[src/rtl/rtc_rgs_mc.sv]
// Software register interface for the multi-channel RTC: control and offset registers,
// a coherent current-time snapshot, and per-channel PPS timestamp capture with interrupts.
module rtc_rgs_mc #(
    parameter logic [23:0] BASE_ADDR    = 24'h000000,
    parameter int          NUM_PTS      = 1,
    parameter int          PULSE_W      = 3,
    parameter logic [31:0] TICK_INC_RST = 32'h0
) (
    input  logic                    bus2ip_clk,
    input  logic                    bus2ip_rst_n,
    input  logic [31:0]             bus2ip_addr_i,
    input  logic [31:0]             bus2ip_data_i,
    input  logic                    bus2ip_rd_ce_i,
    input  logic                    bus2ip_wr_ce_i,
    output logic [31:0]             ip2bus_data_o,
    output logic                    ip2bus_rdack_o,
    output logic                    ip2bus_wrack_o,
    input  logic [79:0]             rtc_std_i,
    input  logic [15:0]             rtc_fns_i,
    input  logic [80*NUM_PTS-1:0]   pts_std_i,
    input  logic [16*NUM_PTS-1:0]   pts_fns_i,
    input  logic [NUM_PTS-1:0]      pts_vld_i,
    output logic [31:0]             tick_inc_o,
    output logic [31:0]             ns_offset_o,
    output logic [47:0]             sc_offset_o,
    output logic                    offset_valid_o,
    output logic                    clear_rtc_o,
    output logic [31:0]             pps_width_o,
    output logic                    intxms_sel_o,
    output logic                    irq_o
);

    localparam logic [3:0] PULSE_LD = 4'(PULSE_W);

    logic              sel;
    logic              rd_en;
    logic              wr_en;
    logic [7:0]        ofs;

    logic [31:0]       tick_inc_q;
    logic [31:0]       ns_ofst_q;
    logic [47:0]       sc_ofst_q;
    logic [31:0]       pps_w_q;
    logic              intxms_q;
    logic [3:0]        ofs_cnt;
    logic [3:0]        clr_cnt;
    logic [63:0]       shadow_q;
    logic [79:0]       cap_std_q [NUM_PTS];
    logic [15:0]       cap_fns_q [NUM_PTS];
    logic [NUM_PTS-1:0] cap_vld_q;
    logic [NUM_PTS-1:0] ovf_q;
    logic [NUM_PTS-1:0] mask_q;
    logic [NUM_PTS-1:0] w1c_cap;
    logic [NUM_PTS-1:0] w1c_ovf;
    logic [3:0]        cap4;
    logic [3:0]        ovf4;
    logic [3:0]        mask4;
    logic [31:0]       rd_mux;
    logic              ctl_wr;

    assign sel    = (bus2ip_addr_i[31:8] == BASE_ADDR);
    assign ofs    = bus2ip_addr_i[7:0];
    assign rd_en  = sel && bus2ip_rd_ce_i;
    assign wr_en  = sel && bus2ip_wr_ce_i;
    assign ctl_wr = wr_en && (ofs == 8'h00);

    assign w1c_cap = (wr_en && ofs == 8'h24) ? bus2ip_data_i[NUM_PTS-1:0]   : '0;
    assign w1c_ovf = (wr_en && ofs == 8'h24) ? bus2ip_data_i[8 +: NUM_PTS]  : '0;

    always_comb begin
        cap4  = '0;
        ovf4  = '0;
        mask4 = '0;
        cap4[NUM_PTS-1:0]  = cap_vld_q;
        ovf4[NUM_PTS-1:0]  = ovf_q;
        mask4[NUM_PTS-1:0] = mask_q;
    end

    always_comb begin
        rd_mux = '0;
        case (ofs)
            8'h00: rd_mux = {29'b0, intxms_q, (clr_cnt != 4'd0), (ofs_cnt != 4'd0)};
            8'h04: rd_mux = tick_inc_q;
            8'h08: rd_mux = ns_ofst_q;
            8'h0C: rd_mux = sc_ofst_q[47:16];
            8'h10: rd_mux = {16'b0, sc_ofst_q[15:0]};
            8'h14: rd_mux = rtc_std_i[79:48];
            8'h18: rd_mux = shadow_q[63:32];
            8'h1C: rd_mux = shadow_q[31:0];
            8'h20: rd_mux = pps_w_q;
            8'h24: rd_mux = {20'b0, ovf4, 4'b0, cap4};
            8'h28: rd_mux = {28'b0, mask4};
            default: ;
        endcase
        for (int c = 0; c < NUM_PTS; c++) begin
            if (ofs == 8'(48 + 16*c)) rd_mux = cap_std_q[c][79:48];
            if (ofs == 8'(52 + 16*c)) rd_mux = cap_std_q[c][47:16];
            if (ofs == 8'(56 + 16*c)) rd_mux = {cap_std_q[c][15:0], cap_fns_q[c]};
        end
    end

    // Bus response and software-writable registers
    always_ff @(posedge bus2ip_clk or negedge bus2ip_rst_n) begin
        if (!bus2ip_rst_n) begin
            ip2bus_data_o  <= '0;
            ip2bus_rdack_o <= 1'b0;
            ip2bus_wrack_o <= 1'b0;
            tick_inc_q     <= TICK_INC_RST;
            ns_ofst_q      <= '0;
            sc_ofst_q      <= '0;
            pps_w_q        <= '0;
            intxms_q       <= 1'b0;
            mask_q         <= '0;
            shadow_q       <= '0;
        end else begin
            ip2bus_rdack_o <= rd_en;
            ip2bus_wrack_o <= wr_en;
            if (rd_en) ip2bus_data_o <= rd_mux;
            // Reading the seconds MSW freezes the rest of the time for the follow-up reads
            if (rd_en && ofs == 8'h14) shadow_q <= {rtc_std_i[47:0], rtc_fns_i};
            if (wr_en) begin
                case (ofs)
                    8'h00: intxms_q          <= bus2ip_data_i[2];
                    8'h04: tick_inc_q        <= bus2ip_data_i;
                    8'h08: ns_ofst_q         <= bus2ip_data_i;
                    8'h0C: sc_ofst_q[47:16]  <= bus2ip_data_i;
                    8'h10: sc_ofst_q[15:0]   <= bus2ip_data_i[15:0];
                    8'h20: pps_w_q           <= bus2ip_data_i;
                    8'h28: mask_q            <= bus2ip_data_i[NUM_PTS-1:0];
                    default: ;
                endcase
            end
        end
    end

    // Self-clearing pulses: a write of 1 (re)loads the counter, so rewrites extend the pulse
    always_ff @(posedge bus2ip_clk or negedge bus2ip_rst_n) begin
        if (!bus2ip_rst_n) begin
            ofs_cnt <= '0;
            clr_cnt <= '0;
        end else begin
            if (ctl_wr && bus2ip_data_i[0]) ofs_cnt <= PULSE_LD;
            else if (ofs_cnt != 4'd0)       ofs_cnt <= ofs_cnt - 4'd1;
            if (ctl_wr && bus2ip_data_i[1]) clr_cnt <= PULSE_LD;
            else if (clr_cnt != 4'd0)       clr_cnt <= clr_cnt - 4'd1;
        end
    end

    // Timestamp capture; a W1C of cap_vld in the same cycle makes room for the new sample
    always_ff @(posedge bus2ip_clk or negedge bus2ip_rst_n) begin
        if (!bus2ip_rst_n) begin
            for (int c = 0; c < NUM_PTS; c++) begin
                cap_std_q[c] <= '0;
                cap_fns_q[c] <= '0;
            end
            cap_vld_q <= '0;
            ovf_q     <= '0;
            irq_o     <= 1'b0;
        end else begin
            for (int c = 0; c < NUM_PTS; c++) begin
                if (pts_vld_i[c] && (!cap_vld_q[c] || w1c_cap[c])) begin
                    cap_std_q[c] <= pts_std_i[80*c +: 80];
                    cap_fns_q[c] <= pts_fns_i[16*c +: 16];
                    cap_vld_q[c] <= 1'b1;
                end else if (w1c_cap[c]) begin
                    cap_vld_q[c] <= 1'b0;
                end
                if (pts_vld_i[c] && cap_vld_q[c] && !w1c_cap[c]) ovf_q[c] <= 1'b1;
                else if (w1c_ovf[c])                             ovf_q[c] <= 1'b0;
            end
            irq_o <= |(cap_vld_q & mask_q);
        end
    end

    assign tick_inc_o     = tick_inc_q;
    assign ns_offset_o    = ns_ofst_q;
    assign sc_offset_o    = sc_ofst_q;
    assign pps_width_o    = pps_w_q;
    assign intxms_sel_o   = intxms_q;
    assign offset_valid_o = (ofs_cnt != 4'd0);
    assign clear_rtc_o    = (clr_cnt != 4'd0);

endmodule
[config.mk]
export PLATFORM = sky130hd
export DESIGN_NAME = rtc_rgs_mc
export DESIGN_NICKNAME = d
export VERILOG_FILES = /design/src/rtl/rtc_rgs_mc.sv
export SDC_FILE = /design/constraint.sdc
export NUM_CORES = 1
export LEC_CHECK = 0
export BUFFER_PORTS_ARGS = -buffer_cell sky130_fd_sc_hd__buf_2
export CAP_MARGIN = 20
export CORE_MARGIN = 3
export CORE_UTILIZATION = 52
export DETAILED_ROUTE_END_ITERATION = 8
export HOLD_SLACK_MARGIN = 0.05
export PLACE_DENSITY = 0.79
export SLEW_MARGIN = 20
export SYNTH_ARGS = -nofsm -noshare
export SYNTH_HDL_FRONTEND = slang
export SYNTH_SLANG_ARGS = --single-unit
[constraint.sdc]
create_clock -name bus2ip_clk -period 4.5 [get_ports bus2ip_clk]
set_clock_uncertainty 0.2 [all_clocks]
set_input_delay 0.675 -clock bus2ip_clk [delete_from_list [all_inputs] [get_ports bus2ip_clk]]
set_output_delay 0.675 -clock bus2ip_clk [all_outputs]
set_load 0.01 [all_outputs]
== Word level (Yosys, flattened, before mapping) ==
Cells that the tools add are included.

* $mul: 0
* Eq/ne operators: 13
* Bitwise logic cells: 1
* $lt $le $gt $ge: 0
* Add/sub/neg operators: 2
* Shifts and indexed selects: 0
* Div/mod/pow operators: 0
* Reduce and logical (&&, ||, !) cells: 28
* Multiplexer cells: 14

{| class="wikitable"
|+ Operators by type and width
! cell !! number
|-
| 32-bit one-hot mux with 11 select lines || 1
|-
| 32-bit two-way mux || 3
|-
| 8-bit by 6-bit equality test with 1-bit output, second input constant || 6
|-
| 8-bit by 5-bit equality test with 1-bit output, second input constant || 4
|-
| 24-bit zero test || 1
|-
| 8-bit by 4-bit equality test with 1-bit output, second input constant || 2
|-
| 4-bit two-way mux || 4
|-
| 2-bit AND reduction || 7
|-
| 1-bit logical AND || 10
|-
| 8-bit by 3-bit equality test with 1-bit output, second input constant || 1
|-
| 8-bit zero test || 1
|-
| 2-bit nonzero test || 4
|-
| 4-bit nonzero test || 2
|-
| 4-bit by 1-bit subtractor with 4-bit output, second input constant || 2
|-
| 1-bit two-way mux || 6
|-
| 1-bit zero test || 2
|-
| 1-bit bitwise AND || 1
|-
| 1-bit logical OR || 1
|}

* Memory bits (read-only): 0
* Memories: 0
* Register bits: 351
* Latch bits: 0
* Input port bits: 261
* Memory bits (writable): 0
* Output and inout bits: 182
* Word-level logic and storage cells: 76

== Logic depth before layout (Yosys ltp) ==
Gate-level depths: netlist of run 1.

* Depth in word-level cells: 7
* Mapped depth: 8
* Gate-level depth less buffers: 8

== Worst setup path before layout of run 1 ==
OpenSTA, ideal clock, no wires.

* Kind: in2reg
* From: input bus2ip_addr_i[1]
* To: register sc_ofst_q[10], in the netlist sc_offset_o[10]
* Stages: 7
* Arrival: 2.394 ns
* Buffers on the path: 3
* Setup slack: 1.781 ns
* Library setup time: 0.125 ns
* Cells stage by stage: buf_2 -> nor3_2 -> nand2b_1 -> clkbuf_1 -> nor3_2 -> buf_2 -> mux2_2

* Longest elaborated chain between the ends: 2

{| class="wikitable"
|+ RTL lines
! element !! line !! source
|-
| start: declaration || 11 || <nowiki>input logic [31:0] bus2ip_addr_i,</nowiki>
|-
| 8-bit by 5-bit equality test with 1-bit output || 122 || <nowiki>case (ofs)</nowiki>
|-
| 2-bit AND reduction (no line) || -- ||
|-
| end signal: assignment || 127 || <nowiki>8'h10: sc_ofst_q[15:0] <= bus2ip_data_i[15:0];</nowiki>
|-
| end: declaration || 42 || <nowiki>logic [47:0] sc_ofst_q;</nowiki>
|}

No other way between the ends.
A chain may end at the register's enable or synchronous reset.

== Final worst setup path of run 1 ==
* From: input bus2ip_addr_i[3]
* To: register ns_ofst_q[17], in the netlist ns_offset_o[17]

* Longest elaborated chain between the ends: 2

{| class="wikitable"
|+ RTL lines
! element !! line !! source
|-
| 8-bit by 4-bit equality test with 1-bit output || 122 ||
|-
| 2-bit AND reduction (no line) || -- ||
|-
| end signal: assignment || 125 || <nowiki>8'h08: ns_ofst_q <= bus2ip_data_i;</nowiki>
|-
| end: declaration || 41 || <nowiki>logic [31:0] ns_ofst_q;</nowiki>
|}

No other way between the ends.

==> results of run 1 <==
-- registers in the layout, summed over array words and instances, names as in the netlist --
register,count
cap_fns_q,16
cap_std_q,80
cap_vld_q,1
clr_cnt,4
intxms_sel_o,1
ip2bus_data_o,32
ip2bus_rdack_o,1
ip2bus_wrack_o,1
irq_o,1
mask_q,1
ns_offset_o,32
ofs_cnt,4
ovf_q,1
pps_width_o,32
sc_offset_o,48
shadow_q,64
tick_inc_o,32
-- per-layer routing --
layer	part of all wire [%]	wire length (um)	GRT usage (%)
met1	40	22900	45.1
met5	0.14	82	0
met2	46	25900	50.9
met4	4.2	2390	12.5
met3	10	5700	9.68
-- cells in the final DEF, fill, tap and decap left out, types with 4 or more instances in the layout --
cell	instances
diode_2	12
and3_1	6
buf_4	32
o2bb2ai_1	7
a22oi_1	43
nand2_1	33
clkbuf_8	11
nand3_1	14
nor3b_1	4
nor2_1	66
bufinv_16	6
o31ai_1	26
dfrtp_1	351
mux2_4	40
a21oi_1	22
buf_12	4
a221oi_1	6
mux4_2	5
o21ai_0	18
nand3_2	4
or2_2	7
nand4_1	4
nand3b_1	5
mux2_2	287
o32ai_1	4
clkbuf_1	6
nor4_1	7
ha_1	4
a211oi_1	12
nor3_1	9
buf_2	441
mux2_1	4
and2_1	25
mux2i_1	49
xnor2_1	4
a31oi_1	14
inv_1	8
clkbuf_16	39
o22ai_1	30
-- logic make-up (layout without fill, tap and decap cells) --
kind of cell | Yosys count | in the layout | share of synthesized area (%)
fa+ha+maj | 4 | 4 | 0.306
buf+inv | 98 | 555 | 2.79
other cells | 0 | 12 | 0
compound gates | 202 | 202 | 8.66
flops | 351 | 351 | 53.6
mux | 385 | 385 | 27.4
simple gates | 213 | 213 | 7.03
xor+xnor | 4 | 4 | 0.214
-- worst max-delay path: stages --
cell and delay [ns]:
buf_2 0.26, nor2b_2 0.89, and2_1 0.35, nand3_2 0.45, buf_12 0.37, mux2_2 0.29
-- power by group --
| part | total [mW] | internal (mW) | switching, mW |
|---|---|---|---|
| clock | 3.43 | 2.12 | 1.31 |
| combinational | 0.481 | 0.225 | 0.256 |
| sequential | 3.31 | 3.26 | 0.0548 |
-- worst paths after layout --
check / end / slack (ns)
min in group asynchronous: ip2bus_data_o[26] / 0.58
worst max register to register: ip2bus_data_o[1] / 1.81
worst min register to register: cap_fns_q[1] / 0.29
max in group asynchronous: cap_std_q[45] / 2.42
worst min-delay path: cap_std_q[59] / 0.17
worst max-delay path: ns_offset_o[17] / 1.39
-- metrics by stage --
stage          instance area, um2  utilization [%]
2_1_floorplan               16400                -
3_3_place_gp                19100             61.9
3_5_place_dp                19100             61.9
4_1_cts                     20500             66.4
5_1_grt                     20500             66.5
6_report                    20500             66.5
-- final cells by class --
| cell class | count | area share [%] |
|---|---|---|
| timing repair buffer | 479 | 12.5 |
| inverter | 9 | 0.165 |
| antenna | 12 | 0.146 |
| sequential | 351 | 42.8 |
| clock buffer | 56 | 5.61 |
| clock inverter | 11 | 1.09 |
| tap | 396 | 2.42 |
| multi-input combinational | 808 | 35.3 |
==> out/metrics.csv, run 1 <==
stage,metric,value,unit
run_status,outcome,completed,
logic_synthesis,synth_area_per_cell,13.0,um2
floorplanning,num_io_pins,443,
logic_synthesis,syn_inst,1257,
route,ant_nets,0,
power,irDropWorstVdd,0.000251,V
timing,fin_crit,3.11,ns
logic_synthesis,yosysWarningCount,0,
timing,worst_pin_slew,1.14,ns
clock_network,cts_tree,yes,
floorplanning,rows,64,
clock_network,clockBufferDepth,3,
clock_network,cts_sinks,351,
logic_synthesis,synth_cell_types,63,
timing,rsz0062_at_grt,no,
clock_network,cts_resized,0,
clock_network,cts_made_buffers,38,
place,place_congestion,0.897,
setup_path,arrival,3.32,ns
logic_synthesis,ys_top_cells_by_area,"dfrtp_1, mux2_2, mux2_4",
power,power_density,352,mW/mm2
global_route,grt_max_degree,97,
setup_path,r2r-start,clr_cnt[0],
timing,fin_setup_tns,0,ns
route,via_per_inst,6.14,
floorplanning,die_area,0.0337,mm2
power,p_total,7.22,mW
route,wl_per_cell,26.8,um
cells_and_area,layout-drive-gt1-share,52.7,%
route,dr_total_vias,13030,
cells_and_area,regArea,0.00878,mm2
floorplanning,die_h,183,um
timing,setup_viol,0,
logic_synthesis,yosys-top-cells-count,"dfrtp_1, mux2_2, nor2_1, mux2i_1, a22oi_1",
power,p_leak,10.6,nW
place,port_buffers,442,
clock_network,htreeDepth,2,
cells_and_area,layout.cells.non_filler,2122,
place,place_inst,2042,
cells_and_area,num-fill-cells,2304,
setup_path,worst-path-max-fanout,21,
clock_network,cts-root-buf,clkbuf_16,
worst_hold_path,hold_path_depth,2,
cells_and_area,syn2layout_area_growth,25.2,%
worst_hold_path,worstHoldStart,pts_std_i[59],
timing,hold_viol_final,0,
global_route,overflow,0,
timing,period_share,69.1,%
clock_network,path_clk_slew,0.06,ns
setup_path,startpoint,bus2ip_addr_i[3],
global_route,grt_pass1_wl,84800,um
clock_network,cts-hold-fix-buffers,1,
timing,slew_violations,0,
timing,max_freq,321,MHz
logic_synthesis,seq_area_frac_synth,53.6,%
route,dr.pass1.iters,5,
cells_and_area,fin_nets,1952,
setup_path,critPathKind,in -> reg,
setup_path,endpoint_kind,flop,
route,drcViolationCount,0,
global_route,grt_pass1_vias,13522,
global_route,antenna_found_initial,20,
setup_path,start_kind,input pin,
timing,whs,0.171,ns
logic_synthesis,post-synth-top-count-cell,dfrtp_1,
logic_synthesis,syn_area,0.0164,mm2
floorplanning,core,0.0308,mm2
logic_synthesis,synth_top_area_cell,dfrtp_1,
route,wl,56900,um
timing,relSlewSlack,23.7,%
logic_synthesis,synth-edff-count,0,
clock_network,clk_latency,0.53,ns
cells_and_area,multiInputGateArea,0.00723,mm2
global_route,track_usage,33.2,%
logic_synthesis,syn-num-nets,1522,
setup_path,crit_required,4.71,ns
route,drt-initial-drc-count,1107,
clock_network,postCtsSetupRepairBufs,0,
logic_synthesis,synth.top_cell.area_share,53.6,%
setup_path,reg2reg_depth,8,
timing,timing.final.ws_setup,1.39,ns
logic_synthesis,async_flop_share,100,%
logic_synthesis,ys_ff_latch,351,
floorplanning,start_util,53.1,%
job,maxCapViolCount,0,
floorplanning,die_w,183,um
logic_synthesis,synthFlopType,dfrtp_1,
worst_hold_path,holdCritPathClass,in -> reg,
place,dpl.hpwl,40700,um
place,post-place-ws,0.962,ns
Power figures use the tool's default switching activity.
==> inputs of run 2 (changes only) <==
--- a/config.mk
+++ b/config.mk
@@ -8,10 +8,10 @@
 export BUFFER_PORTS_ARGS = -buffer_cell sky130_fd_sc_hd__buf_2
 export CAP_MARGIN = 20
 export CORE_MARGIN = 3
-export CORE_UTILIZATION = 52
+export CORE_UTILIZATION = 48
 export DETAILED_ROUTE_END_ITERATION = 8
 export HOLD_SLACK_MARGIN = 0.05
-export PLACE_DENSITY = 0.79
+export PLACE_DENSITY = 0.77
 export SLEW_MARGIN = 20
 export SYNTH_ARGS = -nofsm -noshare
 export SYNTH_HDL_FRONTEND = slang
==> constraint.sdc (replaced) <==
create_clock -name bus2ip_clk -period 2.8 [get_ports bus2ip_clk]
set_clock_uncertainty 0.2 [all_clocks]
set_input_delay 0.42 -clock bus2ip_clk [delete_from_list [all_inputs] [get_ports bus2ip_clk]]
set_output_delay 0.42 -clock bus2ip_clk [all_outputs]
set_load 0.01 [all_outputs]
==> out/metrics.csv, run 2 (synthesis gave the netlist of run 1 again) <==
stage,metric,value,unit,change
timing,relSlewSlack,33.1,%,+9.4 points
worst_hold_path,hold_path_depth,3,,+1
global_route,grt_pass1_vias,15094,,+12%
power,power_density,506,mW/mm2,+44%
clock_network,clk_latency,0.55,ns,+0.02 ns
floorplanning,die_area,0.0364,mm2,+8.1%
floorplanning,die_w,191,um,+4.0%
cells_and_area,mostFrequentLayoutCells,"buf_2, dfrtp_1, mux2_2",,
timing,rsz0062_at_grt,no,,
timing,period_share,86.2,%,
power,irDropWorstVdd,0.000527,V,+110%
setup_path,r2r-start,clr_cnt[0],,
run_status,outcome,completed,,
timing,worst_pin_slew,0.978,ns,-0.162 ns
timing,setup_viol,0,,unchanged
setup_path,cp_top_family,buffers and inverters,,
timing,fin_crit,2.41,ns,
route,drcViolationCount,0,,unchanged
cells_and_area,regArea,0.00878,mm2,unchanged
place,dpl.hpwl,42300,um,+4.0%
floorplanning,start_util,48.7,%,-4.4 points
clock_network,cts_tree,yes,,
route,drt-initial-drc-count,1046,,-5.5%
setup_path,worst-path-max-fanout,5,,-76%
place,place_inst,2147,,+5.1%
clock_network,cts_resized,0,,unchanged
setup_path,slowest_stage,dfrtp_1,,
setup_path,crit_path_cell_trace,inv_1 -> ha_1 -> nor3b_1 -> buf_4 -> inv_1 -> buf_2,,
clock_network,htreeDepth,2,,unchanged
route,ant_nets,0,,unchanged
cells_and_area,layout.cells.non_filler,2412,,+14%
setup_path,rr_endpoint,ip2bus_data_o[1],,
power,switching_power,2.68,mW,+65%
route,wl_per_cell,25.8,um,-4.0%
setup_path,critPathBufInv,4,,+2
setup_path,start_kind,flop,,
route,dr_total_vias,14038,,+7.7%
timing,timing.final.ws_setup,0.386,ns,-1.00 ns
floorplanning,core,0.0336,mm2,+9.0%
setup_path,worstSetupPathDepth,6,,unchanged
clock_network,postCtsSetupRepairBufs,0,,unchanged
power,swShare,23.1,%,+0.63 points
clock_network,cts_made_buffers,39,,+2.6%
timing,max_freq,414,MHz,
cells_and_area,num-fill-cells,2360,,+2.4%
timing,slew_violations,0,,unchanged
place,place_congestion,0.932,,+3.9%
power,seqPwrFrac,45.9,%,about the same
cells_and_area,largest_register,cap_std_q,,
setup_path,regToRegSetupSlack,0.48,ns,-1.33 ns
cells_and_area,multiInputGateArea,0.00724,mm2,about the same
setup_path,endpoint_kind,output pin,,
clock_network,cts-root-buf,clkbuf_16,,
power,p_total,11.6,mW,+61%
power,intPower,8.94,mW,+60%
clock_network,cts_sinks,351,,unchanged
cells_and_area,fin_nets,2197,,+13%
clock_network,clockBufferDepth,3,,unchanged
job,maxCapViolCount,0,,unchanged
place,placed_cell_area,0.0197,mm2,+3.3%
global_route,antenna_found_initial,4,,-80%
floorplanning,die_h,191,um,+4.0%
place,port_buffers,442,,unchanged
setup_path,cp-endpoint,offset_valid_o,,
setup_path,arrival,1.79,ns,-1.53 ns
cells_and_area,layout_commonest_cell,buf_2,,
floorplanning,rows,67,,+4.7%
setup_path,startpoint,ofs_cnt[0],,
timing,whs,0.0696,ns,-0.102 ns
setup_path,crit_required,2.18,ns,-2.53 ns
global_route,track_usage,33.6,%,+0.45 points
power,p_comb_share,8.8,%,+2.1 points
global_route,overflow,0,,unchanged
route,dr.pass1.iters,5,,unchanged
global_route,grt_pass1_wl,92600,um,+9.2%
cells_and_area,largest_reg_flops,80,,unchanged
route,wl,62100,um,+9.2%
route,via_per_inst,5.82,,-5.2%
setup_path,crit_top_cell,inv_1,,
worst_hold_path,holdCritPathClass,in -> reg,,
cells_and_area,design_area,0.0230,mm2,+12%
cells_and_area,layout-drive-gt1-share,48.7,%,-4.0 points
timing,hold_viol_final,0,,unchanged
power,p_leak,11.7,nW,+10%
global_route,grt_max_degree,86,,-11%
setup_path,critPathMaxStageDelay,0.37,ns,-0.52 ns
setup_path,critPathKind,reg -> out,,
setup_path,reg2reg_depth,9,,+1
timing,fin_setup_tns,0,ns,unchanged
cells_and_area,syn2layout_area_growth,40.2,%,
floorplanning,num_io_pins,443,,unchanged
cells_and_area,fin_util,68.3,%,+1.8 points
place,post-place-ws,0.00500,ns,-0.957 ns
power,pwr-share-clk,45.3,%,-2.2 points
clock_network,path_clk_slew,0.06,ns,about the same
run 2: cell types whose count changed in the layout (fill, tap and decap cells not counted), sizes merged:
cell / previous run / this run
inv: 11 / 10
buf: 478 / 531
diode: 12 / 5
clkinv: 3 / 6
dlygate4sd3: 1 / 192
bufinv: 6 / 3
clkbuf: 56 / 58
run 2: power by group through the flow:
stage | Clock [mW] | Combinational [mW] | Sequential [mW]
2_1_floorplan | 0 | 0.326 | 5.38
3_3_place_gp | 0 | 0.773 | 5.41
3_5_place_dp | 0 | 0.789 | 5.41
4_1_cts | 5.32 | 1.01 | 5.32
5_1_grt | 5.53 | 1.10 | 5.34
6_report | 5.26 | 1.03 | 5.33
run 2: worst min-delay path by stage:
stage	startpoint	to	slack [ns]
3_5_place_dp	bus2ip_rst_n	cap_std_q[37]	0.16
3_3_place_gp	bus2ip_rst_n	ip2bus_data_o[21]	0.15
6_report	bus2ip_data_i[0]	ofs_cnt[0]	0.07
4_1_cts	bus2ip_data_i[0]	ofs_cnt[0]	0.05
2_1_floorplan	bus2ip_rst_n	cap_fns_q[0]	-0.08
5_1_grt	bus2ip_data_i[8]	sc_offset_o[24]	0.07
run 2: per-layer routing:
| metal | routed length, um | GRT usage [%] |
|---|---|---|
| met1 | 25100 | 44.3 |
| met2 | 29000 | 54.6 |
| met3 | 5400 | 7.50 |
| met4 | 2630 | 12.8 |
| met5 | 0 | 0 |
run 2: worst min-delay path: stages:
cell and delay (ns):
buf_2 0.17, nand4_1 0.11, nand2_1 0.05
run 2: timing repair:
item / 4_1_cts / 5_1_grt
hold buffers: 192 / 0
hold endpoints to repair: 503 / 0
endpoints found under the setup margin: 0 / 0
run 2: layout make-up:
type | instances | area share (%)
flip-flops and latches | 351 | 38.3
multi-input cells | 808 | 31.5
repair buffers | 723 | 21.9
clock buffers | 58 | 5.05
well taps | 448 | 2.44
diodes | 5 | 0.0545
clock inverters | 10 | 0.627
inverters | 9 | 0.147
==> inputs of run 3 (changes only) <==
--- a/config.mk
+++ b/config.mk
@@ -11,7 +11,7 @@
 export CORE_UTILIZATION = 48
 export DETAILED_ROUTE_END_ITERATION = 8
 export HOLD_SLACK_MARGIN = 0.05
-export PLACE_DENSITY = 0.77
+export PLACE_DENSITY = 0.76
 export SLEW_MARGIN = 20
 export SYNTH_ARGS = -nofsm -noshare
 export SYNTH_HDL_FRONTEND = slang
==> out/metrics.csv, run 3 (synthesis gave the netlist of run 1 again) <==
stage,metric,value,unit,change
power,switching_power,2.66,mW,-0.86%
clock_network,cts-hold-fix-buffers,192,,unchanged
floorplanning,start_util,48.7,%,unchanged
floorplanning,core,0.0336,mm2,unchanged
route,via_per_inst,5.86,,+0.76%
timing,period_share,86.9,%,+0.66 points
timing,max_freq,411,MHz,-0.76%
route,drt-initial-drc-count,1033,,-1.2%
global_route,track_usage,33.6,%,about the same
global_route,overflow,0,,unchanged
route,wl_per_cell,25.7,um,-0.39%
cells_and_area,multiInputGateArea,0.00723,mm2,about the same
clock_network,htreeDepth,2,,unchanged
power,pwr-share-clk,43.4,%,-1.9 points
worst_hold_path,holdCritPathClass,in -> reg,,
route,wl,62000,um,-0.22%
cells_and_area,syn2layout_area_growth,39.8,%,
route,ant_nets,0,,unchanged
power,seqPwrFrac,47.3,%,+1.4 points
clock_network,cts_sinks,351,,unchanged
route,dr_total_vias,14168,,+0.93%
cells_and_area,fin_nets,2200,,+0.14%
timing,rsz0062_at_grt,no,,
job,maxCapViolCount,0,,unchanged
power,swShare,23.6,%,+0.54 points
timing,timing.final.ws_setup,0.367,ns,-0.0185 ns
clock_network,clk_latency,0.53,ns,-0.02 ns
setup_path,arrival,1.81,ns,+0.02 ns
global_route,grt_max_degree,71,,-17%
clock_network,path_clk_slew,0.06,ns,about the same
timing,relSlewSlack,27.1,%,-6.0 points
clock_network,cts_resized,0,,unchanged
timing,whs,0.0752,ns,+0.00553 ns
power,power_density,492,mW/mm2,-2.9%
floorplanning,die_w,191,um,unchanged
cells_and_area,design_area,0.0229,mm2,-0.28%
place,port_buffers,442,,unchanged
power,intPower,8.60,mW,-3.8%
timing,fin_setup_tns,0,ns,unchanged
setup_path,start_kind,flop,,
floorplanning,rows,67,,unchanged
cells_and_area,largest_register,cap_std_q,,
power,p_leak,11.6,nW,-0.45%
power,p_comb_share,9.2,%,+0.4 points
clock_network,cts-root-buf,clkbuf_16,,
timing,hold_viol_final,0,,unchanged
cells_and_area,fin_util,68.1,%,-0.19 points
clock_network,cts_tree,yes,,
power,irDropWorstVdd,0.000524,V,-0.73%
place,post-place-ws,0.00815,ns,+0.00315 ns
global_route,grt_pass1_vias,14957,,-0.91%
timing,setup_viol,0,,unchanged
clock_network,clockBufferDepth,3,,unchanged
timing,fin_crit,2.43,ns,+0.0185 ns
timing,slew_violations,0,,unchanged
route,drcViolationCount,0,,unchanged
setup_path,worst-path-max-fanout,5,,unchanged
place,dpl.hpwl,43200,um,+2.2%
setup_path,crit_required,2.18,ns,about the same
route,dr.pass1.iters,7,,+2
cells_and_area,regArea,0.00878,mm2,unchanged
clock_network,postCtsSetupRepairBufs,0,,unchanged
setup_path,endpoint_kind,output pin,,
timing,worst_pin_slew,1.07,ns,+0.0876 ns
place,place_congestion,0.935,,+0.34%
floorplanning,die_area,0.0364,mm2,unchanged
global_route,grt_pass1_wl,92700,um,+0.12%
cells_and_area,layout_commonest_cell,buf_2,,
floorplanning,num_io_pins,443,,unchanged
cells_and_area,layout-drive-gt1-share,48.7,%,about the same
run_status,outcome,completed,,
place,placed_cell_area,0.0198,mm2,+0.18%
clock_network,cts_made_buffers,40,,+2.6%
floorplanning,die_h,191,um,unchanged
setup_path,critPathKind,reg -> out,,
global_route,antenna_found_initial,7,,+3
cells_and_area,largest_reg_flops,80,,unchanged
cells_and_area,mostFrequentLayoutCells,"buf_2, dfrtp_1, mux2_2",,
cells_and_area,num-fill-cells,2424,,+2.7%
==> run 3: stage by stage <==
stage | instances | power (mW)
6_report | 2416 | 11.3
5_1_grt | 2414 | 11.6
4_1_cts | 2410 | 11.3
3_5_place_dp | 2149 | 6.22
3_3_place_gp | 2149 | 6.19
2_1_floorplan | 1257 | 5.71
==> run 3: worst max-delay path: stages, from the launching register on <==
cell	delay, ns
dfrtp_1	0.38
inv_1	0.11
ha_1	0.18
nor3b_1	0.21
buf_4	0.18
inv_1	0.08
buf_2	0.15
==> run 3: final timing paths <==
kind                                        from  cells past startpoint                end  slack [ns]
worst max register to register        clr_cnt[0]                      9   ip2bus_data_o[1]        0.43
min in group asynchronous           bus2ip_rst_n                      2  ip2bus_data_o[19]        0.25
worst min-delay path            bus2ip_data_i[0]                      3         ofs_cnt[0]        0.08
worst min register to register     cap_std_q[14]                      1      cap_std_q[14]        0.30
max in group asynchronous           bus2ip_rst_n                      3      tick_inc_o[6]        1.34
worst max-delay path                  clr_cnt[0]                      6        clear_rtc_o        0.37
==> run 3: power by group through the flow <==
stage	Combinational (mW)	Clock, mW	Sequential [mW]
after floorplan	0.326	0	5.38
after global placement	0.781	0	5.40
after detailed placement	0.802	0	5.41
after CTS	1.02	4.93	5.32
after global routing	1.11	5.15	5.34
final	1.04	4.89	5.33
==> run 3: cell type report <==
| cell class | instances | area share (%) |
|---|---|---|
| multi-input combinational | 808 | 31.6 |
| clock buffer | 56 | 4.90 |
| inverter | 9 | 0.148 |
| timing repair buffer | 725 | 22.1 |
| clock inverter | 13 | 0.344 |
| tap | 448 | 2.45 |
| antenna | 6 | 0.0656 |
| sequential | 351 | 38.4 |
==> run 3: per-layer routing <==
metal	track usage, %	share of wire [%]
met5	0	0.065
met4	13.1	4.4
met3	7.39	8.9
met2	54.2	46
met1	44.6	40
